--- src/rtl/hamming_pkg.sv ---
// Shared definitions for the Hamming(7,4) receive path: codeword layout,
// FSM state type and the syndrome helper.
package hamming_pkg;

  localparam int CW_W  = 7;
  localparam int NIB_W = 4;

  localparam int P1_BIT = 0;
  localparam int P2_BIT = 1;
  localparam int P4_BIT = 3;
  localparam int D_BITS [NIB_W] = '{2, 4, 5, 6};

  typedef logic [2:0] syn_t;

  typedef enum logic {
    ST_LOW  = 1'b0,
    ST_HIGH = 1'b1
  } state_t;

  // Each check bit covers every position whose 1-based index has that bit set.
  function automatic syn_t calc_syndrome(input logic [CW_W-1:0] cw);
    syn_t syn;
    syn = 3'd0;
    for (int i = 0; i < CW_W; i++) begin
      for (int k = 0; k < 3; k++) begin
        if ((((i + 1) >> k) & 1) != 0) begin
          syn[k] = syn[k] ^ cw[i];
        end else begin
          syn[k] = syn[k];
        end
      end
    end
    return syn;
  endfunction

endpackage

--- src/rtl/hamming74_correct.sv ---
// Combinational Hamming(7,4) decoder: syndrome, optional single-bit repair,
// data-nibble extraction and error flag.
import hamming_pkg::*;

module hamming74_correct #(
  parameter bit CORRECT_EN = 1'b1
) (
  input  logic [CW_W-1:0]  codeword_i,
  output logic [NIB_W-1:0] nibble_o,
  output syn_t             syn_o,
  output logic             err_o
);

  logic [CW_W-1:0] flip_mask_s;
  logic [CW_W-1:0] fixed_s;

  // Syndrome, repair mask and nibble extraction from the repaired word.
  always_comb begin
    syn_o = calc_syndrome(codeword_i);
    err_o = (syn_o != 3'd0);
    if (CORRECT_EN && err_o) begin
      flip_mask_s = 7'd1 << (syn_o - 3'd1);
    end else begin
      flip_mask_s = 7'd0;
    end
    fixed_s = codeword_i ^ flip_mask_s;
    for (int i = 0; i < NIB_W; i++) begin
      nibble_o[i] = fixed_s[D_BITS[i]];
    end
  end

endmodule

--- src/rtl/hamming_rx_packer.sv ---
// Hamming(7,4) receive stage: corrects codewords, packs nibble pairs into
// bytes behind a valid/ready output register, counts errored codewords.
import hamming_pkg::*;

module hamming_rx_packer #(
  parameter int ERR_CNT_W  = 16,
  parameter bit CORRECT_EN = 1'b1
) (
  input  logic                 clk,
  input  logic                 rst_n,
  input  logic                 in_valid,
  output logic                 in_ready,
  input  logic [CW_W-1:0]      in_codeword,
  output logic                 out_valid,
  input  logic                 out_ready,
  output logic [7:0]           out_byte,
  output logic [1:0]           out_err,
  output logic [ERR_CNT_W-1:0] err_cnt,
  input  logic                 cnt_clr
);

  logic [NIB_W-1:0]     nib_s;
  syn_t                 syn_s;
  logic                 err_s;
  logic                 accept_s;

  state_t               state_q,     state_d;
  logic [NIB_W-1:0]     lo_nib_q,    lo_nib_d;
  logic                 lo_err_q,    lo_err_d;
  logic                 out_valid_q, out_valid_d;
  logic [7:0]           out_byte_q,  out_byte_d;
  logic [1:0]           out_err_q,   out_err_d;
  logic [ERR_CNT_W-1:0] err_cnt_q,   err_cnt_d;
  logic [ERR_CNT_W-1:0] cnt_base_s;

  hamming74_correct #(
    .CORRECT_EN (CORRECT_EN)
  ) u_correct (
    .codeword_i (in_codeword),
    .nibble_o   (nib_s),
    .syn_o      (syn_s),
    .err_o      (err_s)
  );

  // HIGH may only accept when the output slot is free or draining this cycle.
  always_comb begin
    in_ready = 1'b1;
    if (state_q == ST_HIGH) begin
      in_ready = !out_valid_q || out_ready;
    end else begin
      in_ready = 1'b1;
    end
    accept_s = in_valid && in_ready;
  end

  // Packer FSM next state and output-register load/drain.
  always_comb begin
    state_d     = state_q;
    lo_nib_d    = lo_nib_q;
    lo_err_d    = lo_err_q;
    out_valid_d = out_valid_q;
    out_byte_d  = out_byte_q;
    out_err_d   = out_err_q;
    if (out_valid_q && out_ready) begin
      out_valid_d = 1'b0;
    end else begin
      out_valid_d = out_valid_q;
    end
    case (state_q)
      ST_LOW: begin
        if (accept_s) begin
          lo_nib_d = nib_s;
          lo_err_d = err_s;
          state_d  = ST_HIGH;
        end else begin
          state_d  = ST_LOW;
        end
      end
      ST_HIGH: begin
        if (accept_s) begin
          out_byte_d  = {nib_s, lo_nib_q};
          out_err_d   = {err_s, lo_err_q};
          out_valid_d = 1'b1;
          state_d     = ST_LOW;
        end else begin
          state_d     = ST_HIGH;
        end
      end
      default: begin
        state_d = ST_LOW;
      end
    endcase
  end

  // Clear is applied before the increment so a coincident error counts as 1.
  always_comb begin
    cnt_base_s = cnt_clr ? {ERR_CNT_W{1'b0}} : err_cnt_q;
    if (accept_s && err_s && !(&cnt_base_s)) begin
      err_cnt_d = cnt_base_s + {{(ERR_CNT_W-1){1'b0}}, 1'b1};
    end else begin
      err_cnt_d = cnt_base_s;
    end
  end

  // State, held nibble, output register and counter.
  always_ff @(posedge clk or negedge rst_n) begin
    if (!rst_n) begin
      state_q     <= ST_LOW;
      lo_nib_q    <= 4'd0;
      lo_err_q    <= 1'b0;
      out_valid_q <= 1'b0;
      out_byte_q  <= 8'd0;
      out_err_q   <= 2'd0;
      err_cnt_q   <= {ERR_CNT_W{1'b0}};
    end else begin
      state_q     <= state_d;
      lo_nib_q    <= lo_nib_d;
      lo_err_q    <= lo_err_d;
      out_valid_q <= out_valid_d;
      out_byte_q  <= out_byte_d;
      out_err_q   <= out_err_d;
      err_cnt_q   <= err_cnt_d;
    end
  end

  assign out_valid = out_valid_q;
  assign out_byte  = out_byte_q;
  assign out_err   = out_err_q;
  assign err_cnt   = err_cnt_q;

endmodule
--- config.mk ---
export PLATFORM = sky130hd
export DESIGN_NAME = hamming_rx_packer
export DESIGN_NICKNAME = d
export VERILOG_FILES = /design/src/rtl/hamming_pkg.sv /design/src/rtl/hamming74_correct.sv /design/src/rtl/hamming_rx_packer.sv
export SDC_FILE = /design/constraint.sdc
export NUM_CORES = 1
export LEC_CHECK = 0
export ABC_AREA = 1
export BUFFER_PORTS_ARGS = -buffer_cell sky130_fd_sc_hd__buf_2
export CAP_MARGIN = 20
export CORE_ASPECT_RATIO = 1.4
export CORE_MARGIN = 1
export CORE_UTILIZATION = 27
export DETAILED_ROUTE_END_ITERATION = 6
export GPL_TIMING_DRIVEN = 1
export PLACE_DENSITY = 0.55
export SETUP_SLACK_MARGIN = 0.4
export SYNTH_ARGS = -nofsm -noshare
export SYNTH_HDL_FRONTEND = slang
export SYNTH_SLANG_ARGS = --single-unit
--- constraint.sdc ---
create_clock -name clk -period 2.1 [get_ports clk]
set_input_delay 0.21 -clock clk [delete_from_list [all_inputs] [get_ports clk]]
set_output_delay 0.21 -clock clk [all_outputs]
set_load 0.01 [all_outputs]
==> impl_results.md, run 1 <==
- Outcome: complete, but fails checks
- Failing checks: negative hold slack
- Startpoint of the lowest-slack register-to-register path: err_cnt[0]
- Mux share of post-synthesis cell area: 0
- Simple logic cell fraction of the synthesized area: 0.471
- Sequential share of the synthesized area: 0.380
- Power Internal: between 1000 and 1500 uW
- Clock latency on the worst-skew pair: 290 ps
- Net switching power figure: 723 uW
- Effective utilization at floorplan: 0.280
- Max Fanout on Critical Path: 6
- Rows: 38
- TritonCTS clock tree: yes
- Unrepaired setup endpoints after global routing: false
- Post-layout instance count excluding filler cells: 478
- Count of endpoints failing setup in the final report: 0
- Vias in the first global route: 2134
- Post-Place Cells: 463
- Synth Area in Compound Gates: 0.0173
- Clk network pwr share: 0.259
- Slowest cell on the critical path: sky130_fd_sc_hd__dfrtp_1
- Post-synth top area share: 0.380
- Kind of cell with the highest combined delay on the critical path: simple AND/OR/NAND/NOR gates
- Final period demand of the worst path: between 1500 and 2000 ps
- Die width: ~78 um
- Peak Freq: roughly 600 MHz
- Root Buffer Master: sky130_fd_sc_hd__clkbuf_8
- Average cell area after synthesis: around 6.7 sq um
- Global-route wire length before repair: 9.83 mm
- Synthesis-to-finish area growth: 24.7%
- CP cell instances: nand2_2 -> inv_2 -> ha_4 -> nand2_2 -> nor2_4 -> nand4_4 -> buf_4 -> nand4_1 -> nand2_1
- Setup TNS Final: 0 ps
- Power per standard cell area: about 760 nW/um^2
- Post-synth net total: 339
- First-pass iteration count of the detailed router: 4
- Number of hold violations in the final report: 17
- Number of filler instances in the final layout: about 840
- Yosys cell types: 24
- Clock transition at the registers of the reported paths: 70 ps
- Die area: 8410 sq um
- Most used cells in the layout excluding fill and tap cells: sky130_fd_sc_hd__nand2_1 (135), sky130_fd_sc_hd__buf_2 (39), sky130_fd_sc_hd__inv_1 (34), sky130_fd_sc_hd__dfrtp_1 (33), sky130_fd_sc_hd__nand3_1 (27)
- Area of combinational cells with multiple inputs: approximately 1200 sq um
- Total GRT Usage: 0.150
- Maximum number of buffers from clock root to sink: 2
- Top-Level Pins: 40
- Worst min path class: primary input to async pin
- Synth Warn #: 0
- Area occupied by registers: 826 sq um
- Transition time of the tightest slew-check pin: 750 ps
- Max IR drop VDD: 266 uV
- Via total after detailed routing: 2229
- Cell type with the highest occurrence count on the critical path: sky130_fd_sc_hd__nand2_2
- Worst slack on hold paths: -24.7 ps
- Data arrival at the endpoint of the critical path: 1800 ps
- TritonCTS buffer count: 5
- Combinational group share of total power: 0.309
- Net Sw Frac: 0.353
- Cells after synthesis: ~320
- Adder-Cell Fraction of Synth Area: 0.0173
- Placed wire-length estimate: 4.28 mm
- Max-slew violation count: 0
- Maximum number of pins on one net before global-route repair: 34
- Routed length per placed instance: ~12 um
- Internal reg-to-reg setup slack: 480 ps
- Antenna Nets Post-Route: 0
- Combinational family with the most area after synthesis: simple AND/OR/NAND/NOR gates
- Fraction of layout cells with a size suffix above 1: 0.235
- Vias per inst: 4.66
- Port-buffer cells: 39
- Required time at the endpoint of the critical path: 2280 ps
- Reg2reg path depth: 9
- Detailed router's first-iteration violation count: 168
- Most common cell after layout, fill and taps aside: sky130_fd_sc_hd__nand2_1
- Total Nets Final: 392
- Worst-case clock skew: 7.60 ps
- Xor/xnor share of the synthesized area: 0.0202
- Number of H-tree branching levels: 2
- Cell area after synthesis: 2170 sq um
- Antenna diode count: 0
- Worst slew margin: 0.500
- Leakage Power: 0.00152 uW
- Routability congestion estimate: just under 0.9
- Type of destination of the critical path: register
- CTS sink cnt: 33
- Critical Path Max Stage Delay: 420 ps
- Critical path class: register to register
- Total wirelength of the detailed-routed design: approximately 5.8 mm
- Antenna violations before repair: 0
- CORE AREA: 7750 sq um
- Cell types occupying the most area after synthesis: sky130_fd_sc_hd__dfrtp_1 (38%), sky130_fd_sc_hd__nand2_1 (24%), sky130_fd_sc_hd__nand4_1 (6.3%)
- #FFs+latches synth: 33
- Sum of overflow across all layers after global routing: 0
- R2R Path End: err_cnt[3]
- Total of hold buffers inserted after clock tree synthesis: 0
- CP startpoint kind: register
- Sequential group share of total power: 0.432
- Final worst-path cycle share: 0.773
- Cell accounting for the most synthesized area: sky130_fd_sc_hd__dfrtp_1
- Floorplan die height: 108 um
- Number of max-cap violations: 0
- DRC Markers: 0
- Crit path buffers/inverters: 2
[flip-flops by register name, summed over array words and instances (netlist names)]
name,cells
err_cnt,16
out_byte,8
lo_nib_q,4
out_err,2
lo_err_q,1
out_valid,1
state_q,1
[power groups by stage]
| stage | logic, uW | clock network [uW] | registers (uW) |
|---|---|---|---|
| CTS | 629 | 547 | 886 |
| finish | 634 | 530 | 885 |
| detailed placement | 617 | 0 | 894 |
| global route | 732 | 568 | 906 |
| floorplan | 329 | 0 | 937 |
| global placement | 604 | 0 | 902 |
[worst max path at each step]
| stage | startpoint | endpoint | slack (ps) | cells past startpoint |
|---|---|---|---|---|
| after global placement | err_cnt[15] | err_cnt[7] | 270 | 8 |
| final | err_cnt[0] | err_cnt[3] | 480 | 9 |
| after floorplan | out_valid | out_err[1] | 400 | 8 |
| after CTS | err_cnt[12] | err_cnt[9] | 400 | 8 |
| after global routing | err_cnt[0] | err_cnt[12] | 390 | 11 |
| after detailed placement | err_cnt[1] | err_cnt[7] | 300 | 9 |
[final cells by class]
type	instances	share of cell area
sequential	33	0.305
timing repair buffer	53	0.112
clock buffer	7	0.0356
multi-input combinational	243	0.442
clock inverter	1	0.00185
tap	100	0.0462
inverter	41	0.0573
[per-layer routing]
layer  GRT usage  wire length (um)
met5           0                 0
met4      0.0701               142
met1       0.172              2370
met2       0.272              2980
met3      0.0236               323
[Yosys cell counts]
master / number
sky130_fd_sc_hd__nand2_1: 137
sky130_fd_sc_hd__inv_1: 35
sky130_fd_sc_hd__dfrtp_1: 33
sky130_fd_sc_hd__nand3_1: 27
sky130_fd_sc_hd__nor2_1: 27
sky130_fd_sc_hd__nand4_1: 22
sky130_fd_sc_hd__o21ai_0: 5
sky130_fd_sc_hd__inv_2: 4
sky130_fd_sc_hd__nor2_2: 4
sky130_fd_sc_hd__clkbuf_1: 3
sky130_fd_sc_hd__ha_1: 3
sky130_fd_sc_hd__nand3_2: 3
sky130_fd_sc_hd__xor2_1: 3
sky130_fd_sc_hd__a31oi_1: 2
sky130_fd_sc_hd__buf_2: 2
sky130_fd_sc_hd__buf_6: 2
sky130_fd_sc_hd__clkinv_1: 2
sky130_fd_sc_hd__nand2_2: 2
sky130_fd_sc_hd__nor2_4: 2
sky130_fd_sc_hd__xnor2_1: 2
sky130_fd_sc_hd__buf_4: 1
sky130_fd_sc_hd__nand3_4: 1
sky130_fd_sc_hd__nand4_4: 1
sky130_fd_sc_hd__nor3_1: 1
[metrics by stage]
stage	util	setup slack [ps]	power [uW]	cell area, sq um
3_3_place_gp	0.323	274	1510	2500
4_1_cts	0.340	404	2060	2640
3_5_place_dp	0.323	305	1510	2500
2_1_floorplan	-	395	1270	2180
5_1_grt	0.349	390	2210	2710
6_report	0.349	478	2050	2710
[kinds of logic (layout without fill, tap and decap cells)]
kind of cell | count (synthesis) | count (layout)
AOI/OAI and AO/OA | 7 | 7
xor gates and xnor gates | 5 | 5
adders and majority gates | 3 | 3
buffers and inverters | 49 | 102
DFF | 33 | 33
and+or+nand+nor | 227 | 228
[timing repair]
item / in CTS / in global routing
pin swaps: 1 / 3
cloned: 1 / 0
gates resized for setup: 0 / 13
setup endpoints to repair: 16 / 16
buffers inserted: 3 / 3
Power figures use the tool's default switching activity.
==> run 2, diff against run 1 <==
--- a/config.mk
+++ b/config.mk
@@ -5,7 +5,7 @@
 export SDC_FILE = /design/constraint.sdc
 export NUM_CORES = 1
 export LEC_CHECK = 0
-export ABC_AREA = 1
+export ABC_AREA = 0
 export BUFFER_PORTS_ARGS = -buffer_cell sky130_fd_sc_hd__buf_2
 export CAP_MARGIN = 20
 export CORE_ASPECT_RATIO = 1.4
==> constraint.sdc (replaced) <==
create_clock -name clk -period 1.7 [get_ports clk]
set_input_delay 0.17 -clock clk [delete_from_list [all_inputs] [get_ports clk]]
set_output_delay 0.17 -clock clk [all_outputs]
set_load 0.01 [all_outputs]
==> impl_results.md, run 2 <==
- Most used cells in the layout excluding fill and tap cells: sky130_fd_sc_hd__buf_4 (63), sky130_fd_sc_hd__buf_2 (38), sky130_fd_sc_hd__dfrtp_1 (33), sky130_fd_sc_hd__mux2_4 (12), sky130_fd_sc_hd__nand2_1 (11)
- Final worst-path setup slack: -240 ps (-718 ps)
- Total Nets Final: 306 (-22%)
- Detailed router's first-iteration violation count: 38 (-77%)
- Via total after detailed routing: 1773 (-20%)
- Count of endpoints failing setup in the final report: 15 (+15)
- Critical path class: register to register
- Non-Filler Cell Area, Final: 3100 sq um (+14%)
- Instance area after placement: 2730 sq um (+8.8%)
- Cells after synthesis: 178 (-45%)
- Dominant cell by count in the synthesized netlist: sky130_fd_sc_hd__dfrtp_1
- Post-synth net total: 193 (-43%)
- Post-Place Cells: 345 (-25%)
- First-pass iteration count of the detailed router: 4 (unchanged)
- Data arrival at the endpoint of the critical path: 2110 ps (+310 ps)
- Fraction of layout cells with a size suffix above 1: 0.592 (+0.357)
- Vias in the first global route: 1945 (-8.9%)
- Synthesis-to-finish area growth: 68.1%
- Clock transition at the registers of the reported paths: 70 ps (about the same)
- Post-layout instance count excluding filler cells: 366 (-23%)
- Global-route wire length before repair: 9.17 mm (-6.7%)
- Most frequently used flop master after synthesis: sky130_fd_sc_hd__dfrtp_1
- Post-synth top area share: 0.448 (+0.0682)
- Final period demand of the worst path: 1940 ps (+318 ps)
- CORE AREA: 6570 sq um (-15%)
- Synth Warn #: 0 (unchanged)
- Worst min path class: primary input to register
- Die width: 71.8 um (-7.7%)
- Number of hold violations in the final report: 0 (-17)
- Most used standard cells in the synthesized netlist: sky130_fd_sc_hd__dfrtp_1 (33), sky130_fd_sc_hd__a21oi_1 (13), sky130_fd_sc_hd__nand2_1 (11), sky130_fd_sc_hd__xnor2_1 (11), sky130_fd_sc_hd__nor2_1 (10)
- Cell accounting for the most synthesized area: sky130_fd_sc_hd__dfrtp_1
- Sum of overflow across all layers after global routing: 0 (unchanged)
- Port-buffer cells: 39 (unchanged)
- Type of destination of the critical path: register
- Vias per inst: 4.84 (+3.9%)
- Max Fanout on Critical Path: 4 (-2)
- Worst slew margin: 0.701 (+0.201)
- Die area: 7160 sq um (-15%)
- Max-slew violation count: 0 (unchanged)
- Peak Freq: 515 MHz (-16%)
- Largest register FFs: 16 (unchanged)
- Outcome: complete, but fails checks
- Total wirelength of the detailed-routed design: 5.33 mm (-8.3%)
- Effective utilization at floorplan: 0.280 (about the same)
- Max IR drop VDD: 531 uV (+100%)
- Routability congestion estimate: 0.800 (-9.7%)
- Routed length per placed instance: 14.6 um (+20%)
- Adder-Cell Fraction of Synth Area: 0.0204 (+0.00310)
- Required time at the endpoint of the critical path: 1870 ps (-410 ps)
- Most common cell after layout, fill and taps aside: sky130_fd_sc_hd__buf_4
- Unrepaired setup endpoints after global routing: true
- CP cell instances: nor2b_4 -> ha_4 -> nand4_1 -> nor4_4 -> and2_2 -> buf_4 -> buf_4 -> o31ai_1 -> a21oi_2
- Synth Area in Compound Gates: 0.0836 (+0.0663)
- Maximum number of pins on one net before global-route repair: 34 (unchanged)
- Antenna violations before repair: 0 (unchanged)
- Antenna diode count: 0 (unchanged)
- Number of enable-type register cells in the synthesized netlist: 0 (unchanged)
- DRC Markers: 0 (unchanged)
- Fraction of registers with async set/reset: 1.00 (unchanged)
- Total GRT Usage: 0.165 (+0.0147)
- Top-Level Pins: 40 (unchanged)
- #FFs+latches synth: 33 (unchanged)
- Number of H-tree branching levels: 2 (unchanged)
- Cell type with the highest occurrence count on the critical path: sky130_fd_sc_hd__buf_4
- Clock latency on the worst-skew pair: 280 ps (about the same)
- Cell area after synthesis: 1840 sq um (-15%)
- Average cell area after synthesis: 10.3 sq um (+54%)
- TritonCTS buffer count: 5 (unchanged)
- Floorplan die height: 99.7 um (-7.8%)
- Antenna Nets Post-Route: 0 (unchanged)
- Number of max-cap violations: 0 (unchanged)
- Maximum number of buffers from clock root to sink: 2 (unchanged)
- Slowest cell on the critical path: sky130_fd_sc_hd__dfrtp_1
- Power per standard cell area: 1000 nW/um^2 (+33%)
- Mux share of post-synthesis cell area: 0.0904 (+0.0904)
- Final worst-path cycle share: 1.14 (+0.369)
- Yosys cell types: 41 (+71%)
- Worst-case clock skew: 3.97 ps (-3.63 ps)
- Critical Path Max Stage Delay: 380 ps (-40 ps)
- Leakage Power: 0.00142 uW (-6.8%)
- Placed wire-length estimate: 3.87 mm (-9.4%)
- CTS sink cnt: 33 (unchanged)
- Setup slack at placement: -217 ps (-521 ps)
- Combinational family with the most area after synthesis: simple AND/OR/NAND/NOR gates
- Cell types occupying the most area after synthesis: sky130_fd_sc_hd__dfrtp_1 (45%), sky130_fd_sc_hd__mux2_2 (5.5%), sky130_fd_sc_hd__xnor2_1 (5.2%)
- Sequential share of the synthesized area: 0.448 (+0.0682)
- TritonCTS clock tree: yes
- Xor/xnor share of the synthesized area: 0.0883 (+0.0682)
- Root Buffer Master: sky130_fd_sc_hd__clkbuf_8
- Transition time of the tightest slew-check pin: 449 ps (-301 ps)
- CP startpoint kind: register
- Rows: 35 (-7.9%)
- Failing checks: negative setup slack
- Simple logic cell fraction of the synthesized area: 0.235 (-0.236)
-- run 2: changes by cell type after synthesis, moves of 6 or more --
cell,delta
sky130_fd_sc_hd__or4_1,+6
sky130_fd_sc_hd__nor2_1,-17
sky130_fd_sc_hd__a21oi_1,+13
sky130_fd_sc_hd__nand2b_1,+7
sky130_fd_sc_hd__mux2_2,+9
sky130_fd_sc_hd__nand4_1,-18
sky130_fd_sc_hd__xnor2_1,+9
sky130_fd_sc_hd__nand2_1,-126
sky130_fd_sc_hd__nand3_1,-19
sky130_fd_sc_hd__inv_1,-31
-- run 2: path summary, 6_finish.rpt --
kind                                  start           to  cells past startpoint  slack [ps]
worst max-delay path             err_cnt[1]   err_cnt[3]                      9        -240
worst min-delay path              out_ready    out_valid                      2          80
worst max register to register   err_cnt[1]   err_cnt[3]                      9        -240
worst min register to register  out_byte[3]  out_byte[3]                      1         510
max in group asynchronous             rst_n  err_cnt[11]                      3         930
min in group asynchronous             rst_n  out_byte[6]                      3         450
-- run 2: stage by stage --
stage               TNS [ps]  hold WS, ps  total power, uW  utilization
finish                 -2000         82.9             3110        0.471
global route           -3930         81.9             3320        0.471
CTS                    -2140         71.1             3010        0.456
detailed placement     -2120          234             2180        0.415
global placement       -1760          228             2150        0.415
floorplan              -1200         -126             1710            -
-- run 2: cell type report --
cell class / instances / area [sq um]
multi-input combinational: 133 / 1250
clock buffer: 6 / 72.6
sequential: 33 / 826
tap: 74 / 92.6
clock inverter: 2 / 10.0
fill: 656 / 3470
timing repair buffer: 114 / 830
inverter: 4 / 15.0
-- run 2: layer usage --
metal	wire length, um	GRT usage	vias to the layer above
met3	148	0.0274	6
met1	2200	0.188	867
met2	2900	0.302	37
li1	-	-	863
met5	0	0	-
met4	72	0.0649	0
-- run 2: critical path: cells and delay by family (launching register included) --
kind,cells,cell delay [ps]
simple gates,4,550
buf+inv,2,290
fa+ha+maj,1,160
compound gates,2,430
flops,1,380
-- run 2: where the power goes --
group / switching [uW] / total, uW / leakage, uW / internal, uW
sequential: 147 / 1140 / 0.000410 / 996
clock: 297 / 581 / 0.0000450 / 284
combinational: 590 / 1390 / 0.000963 / 796
-- run 2: kinds of logic (layout without fill, tap and decap cells) --
group                      count (synthesis)  in the layout
and+or+nand+nor                           75             75
adders and majority gates                  3              3
DFF                                       33             33
muxes                                     14             14
buffers and inverters                     12            126
AOI/OAI and AO/OA                         25             25
xor gates and xnor gates                  16             16
-- run 2: what timing repair did --
item | 4_1_cts | 5_1_grt
pin swaps | 5 | 2
hold buffers | 1 | 0
endpoints found under the hold margin | 33 | 0
setup endpoints to repair | 33 | 33
gates resized for setup | 26 | 21
setup buffers | 10 | 2
